### src/rtl/fp_minmax_reduce.sv
// Streaming min/max reduction over sign-magnitude floating-point vectors.
// Holds a running extreme, a sticky NaN flag and a saturating count; presents one result per vector.
module fp_minmax_reduce #(
  parameter int SIGN_W = 1,
  parameter int EXPO_W = 8,
  parameter int MANT_W = 23,
  parameter int CNT_W  = 8
) (
  input  logic              clk,
  input  logic              rst_n,
  input  logic              cfg_op,
  input  logic              in_valid,
  output logic              in_ready,
  input  logic [SIGN_W-1:0] in_sign,
  input  logic [EXPO_W-1:0] in_expo,
  input  logic [MANT_W-1:0] in_mant,
  input  logic              in_last,
  output logic              out_valid,
  input  logic              out_ready,
  output logic [SIGN_W-1:0] out_sign,
  output logic [EXPO_W-1:0] out_expo,
  output logic [MANT_W-1:0] out_mant,
  output logic              out_nan,
  output logic              out_mant_max,
  output logic [CNT_W-1:0]  out_cnt,
  output logic [1:0]        dbg_state
);

  // Handshake: a transfer happens on a clk edge where valid and ready are both high;
  // in_ready is registered (never a function of out_ready) and out_* hold while out_valid waits.

  localparam int MAG_W = EXPO_W + MANT_W;
  localparam int KEY_W = MAG_W + 1;
  localparam logic [CNT_W-1:0]  CNT_ONE   = CNT_W'(1);
  localparam logic [MANT_W-1:0] QNAN_MANT = MANT_W'(1) << (MANT_W - 1);

  typedef enum logic [1:0] {
    S_IDLE = 2'd0,
    S_ACC  = 2'd1,
    S_DONE = 2'd2
  } state_t;

  state_t              r_state;
  logic                r_rdy;
  logic                r_op;
  logic [SIGN_W-1:0]   r_acc_sign;
  logic [EXPO_W-1:0]   r_acc_expo;
  logic [MANT_W-1:0]   r_acc_mant;
  logic                r_nan;
  logic [CNT_W-1:0]    r_cnt;
  logic                r_out_valid;
  logic [SIGN_W-1:0]   r_out_sign;
  logic [EXPO_W-1:0]   r_out_expo;
  logic [MANT_W-1:0]   r_out_mant;
  logic                r_out_nan;
  logic                r_out_mant_max;
  logic [CNT_W-1:0]    r_out_cnt;

  logic                w_accept;
  logic                w_first;
  logic                w_op;
  logic                w_in_nan;
  logic [KEY_W-1:0]    w_new_key;
  logic [KEY_W-1:0]    w_acc_key;
  logic                w_take;
  logic [SIGN_W-1:0]   w_nxt_sign;
  logic [EXPO_W-1:0]   w_nxt_expo;
  logic [MANT_W-1:0]   w_nxt_mant;
  logic                w_nxt_nan;
  logic [CNT_W-1:0]    w_nxt_cnt;
  logic [SIGN_W-1:0]   w_res_sign;
  logic [EXPO_W-1:0]   w_res_expo;
  logic [MANT_W-1:0]   w_res_mant;

  // Maps sign-magnitude onto an unsigned total order: negatives inverted and below all positives.
  function automatic logic [KEY_W-1:0] order_key(input logic s, input logic [MAG_W-1:0] mag);
    return s ? {1'b0, ~mag} : {1'b1, mag};
  endfunction

  always_comb begin
    w_accept   = in_valid & r_rdy;
    w_first    = (r_state == S_IDLE);
    w_op       = w_first ? cfg_op : r_op;
    w_in_nan   = (&in_expo) & (|in_mant);
    w_new_key  = order_key(in_sign[0], {in_expo, in_mant});
    w_acc_key  = order_key(r_acc_sign[0], {r_acc_expo, r_acc_mant});
    w_take     = w_first | (w_op ? (w_new_key < w_acc_key) : (w_new_key > w_acc_key));
    w_nxt_sign = w_take ? in_sign : r_acc_sign;
    w_nxt_expo = w_take ? in_expo : r_acc_expo;
    w_nxt_mant = w_take ? in_mant : r_acc_mant;
    w_nxt_nan  = (~w_first & r_nan) | w_in_nan;
    w_nxt_cnt  = w_first ? CNT_ONE : ((&r_cnt) ? r_cnt : r_cnt + CNT_ONE);
    w_res_sign = w_nxt_nan ? {SIGN_W{1'b0}} : w_nxt_sign;
    w_res_expo = w_nxt_nan ? {EXPO_W{1'b1}} : w_nxt_expo;
    w_res_mant = w_nxt_nan ? QNAN_MANT : w_nxt_mant;
  end

  always_ff @(posedge clk) begin
    if (!rst_n) begin
      r_state        <= S_IDLE;
      r_rdy          <= 1'b0;
      r_op           <= 1'b0;
      r_acc_sign     <= '0;
      r_acc_expo     <= '0;
      r_acc_mant     <= '0;
      r_nan          <= 1'b0;
      r_cnt          <= '0;
      r_out_valid    <= 1'b0;
      r_out_sign     <= '0;
      r_out_expo     <= '0;
      r_out_mant     <= '0;
      r_out_nan      <= 1'b0;
      r_out_mant_max <= 1'b0;
      r_out_cnt      <= '0;
    end else begin
      case (r_state)
        S_IDLE, S_ACC: begin
          r_rdy <= 1'b1;
          if (w_accept) begin
            if (w_first) r_op <= cfg_op;
            r_acc_sign <= w_nxt_sign;
            r_acc_expo <= w_nxt_expo;
            r_acc_mant <= w_nxt_mant;
            r_nan      <= w_nxt_nan;
            r_cnt      <= w_nxt_cnt;
            if (in_last) begin
              r_state        <= S_DONE;
              r_rdy          <= 1'b0;
              r_out_valid    <= 1'b1;
              r_out_sign     <= w_res_sign;
              r_out_expo     <= w_res_expo;
              r_out_mant     <= w_res_mant;
              r_out_nan      <= w_nxt_nan;
              r_out_mant_max <= &w_res_mant;
              r_out_cnt      <= w_nxt_cnt;
            end else begin
              r_state <= S_ACC;
            end
          end
        end
        S_DONE: begin
          if (out_ready) begin
            r_state     <= S_IDLE;
            r_rdy       <= 1'b1;
            r_out_valid <= 1'b0;
          end
        end
        default: begin
          r_state <= S_IDLE;
          r_rdy   <= 1'b0;
        end
      endcase
    end
  end

  assign in_ready     = r_rdy & rst_n;
  assign out_valid    = r_out_valid;
  assign out_sign     = r_out_sign;
  assign out_expo     = r_out_expo;
  assign out_mant     = r_out_mant;
  assign out_nan      = r_out_nan;
  assign out_mant_max = r_out_mant_max;
  assign out_cnt      = r_out_cnt;
  assign dbg_state    = r_state;

endmodule

### config.mk
export PLATFORM = sky130hd
export DESIGN_NAME = fp_minmax_reduce
export DESIGN_NICKNAME = d
export VERILOG_FILES = /design/src/rtl/fp_minmax_reduce.sv
export SDC_FILE = /design/constraint.sdc
export NUM_CORES = 1
export LEC_CHECK = 0
export BUFFER_PORTS_ARGS = -buffer_cell sky130_fd_sc_hd__buf_4
export CORE_ASPECT_RATIO = 0.75
export CORE_MARGIN = 4
export CORE_UTILIZATION = 32
export CTS_CLUSTER_DIAMETER = 100
export CTS_CLUSTER_SIZE = 25
export DETAILED_ROUTE_END_ITERATION = 8
export SKIP_CTS_REPAIR_TIMING = 1
export SLEW_MARGIN = 30
export SYNTH_ARGS = -nofsm -noshare
export SYNTH_HDL_FRONTEND = slang
export SYNTH_SLANG_ARGS = --single-unit
### constraint.sdc
create_clock -name clk -period 6.8 [get_ports clk]
set_input_delay 0.68 -clock clk [delete_from_list [all_inputs] [get_ports clk]]
set_output_delay 0.68 -clock clk [all_outputs]
set_load 0.01 [all_outputs]
==> out/qor.csv <==
stage,metric,value,unit
outcome,status,finished clean,
setup_path,cp_max_fo,35,
timing,timing.slew.headroom,41.7,%
timing,setup_viol,0,
synth,ys.flop_type,dfxtp_1,
global_routing,track_usage,17.0,%
route,postRouteAntennaNets,0,
power,p_int,0.952,mW
timing,hold_ws,459,ps
synth,async_flop_share,0,%
layout,area_growth,18.8,%
layout,final_cells,966,
power,ir_worst_vdd,0.0982,mV
synth,ys_seq_elements,88,
global_routing,met3_usage,3.96,%
route,drcViolationCount,0,
synth,synth_nets,753,
synth,synth_area,5590,um^2
setup_path,cp_data_arrival_time,4460,ps
layout,nNetsFinal,798,
global_routing,grt-ovfl-total,0,
cts,clock-sinks,88,
power,powerDensity,209,nW/um^2
floorplan,die_h,122,um
synth,synth_cell_types,45,
setup_path,r2r_start,r_acc_sign$_SDFFE_PN0P_,
timing,min_period,4200,ps
setup_path,critPathLaunch,in_sign,
setup_path,r2r-end,r_acc_mant[14]$_SDFFE_PN0P_,
synth,synth_cells,682,
timing,clock.fmax,238,MHz
timing,timing.final.ws_setup,2600,ps
synth,ys_warn_count,0,
setup_path,rrSetupSlack,2680,ps
layout,layout_common_cells,"122 x nand2_1, 90 x buf_4, 87 x dfxtp_1",
cts,clk_pin_slew,70,ps
cts,insertion_delay,340,ps
route,vias,5236,
synth,synth_edf_count,0,
floorplan,num_rows,41,
run,maxCapViolCount,0,
synth,synth.yosys.seq_area_share,31.5,%
timing,fin_tns_setup,0,ps
global_routing,gr-usage-met2,25.0,%
setup_path,worst_setup_path_start_kind,primary input,
power,power_switching,0.436,mW
global_routing,antenna_found_initial,0,
route,drt_iter0_drc,395,
floorplan,io_pins,84,
setup_path,rr_worst_depth,11,
power,switching_share,31.4,%
power,p_leak,2.45,nW
placed_design,place_ws,2290,ps
min_path,hold_class,reg -> reg,
timing,finalHoldViolCount,0,
route,routed_wl,16400,um
global_routing,busiest_layer,met1,
layout,drive_above_1_share,15.9,%
global_routing,grt_pass1_wl,27500,um
layout,final_common_cell,nand2_1,
min_path,min_from,out_cnt[4]$_SDFFE_PN0P_,
floorplan,core-area,17000,um^2
cts,cts_tree,yes,
timing,worst_pin_slew,875,ps
global_routing,grt_max_degree,81,
layout,diodes,0,
placed_design,dp.final_hpwl,11100,um
timing,rsz0062_at_grt,false,
setup_path,crit_end,r_acc_mant[14]$_SDFFE_PN0P_,
power,pwr-share-comb,23.7,%
power,p_clk_share,35.5,%
setup_path,critPathKind,in -> reg,
cts,numCtsBuffers,9,
power,seqPwrFrac,40.9,%
setup_path,crit_path_end_kind,flop,
timing,fin_crit_sh,61.7,%
placed_design,portBuffers,83,
route,wl_per_cell,17.0,um
cts,htreeDepth,3,
timing,fin_worst_skew,8.63,ps
timing,maxSlewViolCount,0,
cts,clock-root-buffer,clkbuf_16,
floorplan,dieWidth,161,um
route,avgViaCountPerCell,5.42,
placed_design,gp_congestion,0.825,
route,firstDrtPassIters,5,
global_routing,grtUsageMet1,25.1,%
layout,post-route-util,39.1,%
floorplan,initial_core_util,32.9,%
synth,syn_area_per_cell,8.20,um^2
setup_path,worstPathRequired,7070,ps
placed_design,place_inst,951,
cts,clockBufferDepth,2,
floorplan,die_area,19700,um^2
global_routing,grt_pass1_vias,5166,
min_path,holdPathStages,2,
==> cells in the mapped netlist (all sizes together), types with 25 or more instances <==
master    n  area share, %
o211ai   25            3.4
o21ai    32            2.9
mux2i    34            6.1
ha       33            7.4
nand4    32            3.6
xor2     32            5.0
nand3    34            3.1
dfxtp    88             32
a21oi    34            3.0
xnor2    34            5.3
clkbuf   40            2.7
nand2   122            8.2
==> cells by family after synthesis <==
kind of cell	count (synthesis)	share of synthesized area (%)
AO/OA/AOI/OAI	140	16.6
buffers and inverters	60	4.68
flip-flops	88	31.5
multiplexers	34	6.09
XOR/XNOR	66	10.3
adder cells (fa/ha/maj)	33	7.39
AND/OR/NAND/NOR	261	23.4
==> critical path: stages <==
cell and delay [ps]:
buf_4 440, xor2_1 140, ha_1 350, a21oi_1 170, nand2_1 70, a221o_1 360
o31ai_1 530, nand3_2 120, buf_4 290, a31oi_4 550, buf_4 480, mux2i_1 230
==> worst min-delay path by stage <==
stage / slack (ps) / endpoint
floorplan: 450 / r_nan$_SDFFE_PN0P_
global placement: 450 / out_cnt[4]$_SDFFE_PN0P_
detailed placement: 450 / out_valid$_SDFFE_PN0P_
CTS: 470 / out_cnt[4]$_SDFFE_PN0P_
global route: 480 / out_cnt[4]$_SDFFE_PN0P_
finish: 460 / out_cnt[4]$_SDFFE_PN0P_
==> power groups by stage <==
stage                     Clock (mW)  Sequential, mW  Combinational, mW
after floorplan                    0           0.573              0.210
final                          0.493           0.567              0.328
after global routing           0.518           0.571              0.367
after global placement             0           0.578              0.313
after detailed placement           0           0.578              0.316
after CTS                      0.507           0.567              0.318
==> layer usage <==
layer	vias up	part of all wire [%]
li1	2595	-
met1	2469	53
met2	155	40
met3	17	6.2
met4	0	1.1
met5	-	0
==> stage by stage <==
stage / power [mW] / cell area (um^2)
final: 1.39 / 6640
after global routing: 1.46 / 6640
after CTS: 1.39 / 6610
after detailed placement: 0.894 / 6330
after global placement: 0.891 / 6330
after floorplan: 0.783 / 5590
==> area by class of cell <==
| cell class | count | area (um^2) |
|---|---|---|
| Clock buffer | 9 | 225 |
| Clock inverter | 5 | 60.1 |
| Fill cell | 1716 | 10300 |
| Inverter | 3 | 11.3 |
| Multi-Input combinational cell | 534 | 3580 |
| Sequential cell | 88 | 1770 |
| Tap cell | 236 | 295 |
| Timing Repair Buffer | 91 | 703 |
==> state kept, by name, summed over array words and instances (netlist names), 2 cells and up <==
name	count
out_mant	23
r_acc_mant	23
out_cnt	8
out_expo	8
r_acc_expo	8
r_cnt	8
dbg_state	2
(Power assumes the default switching activity.)
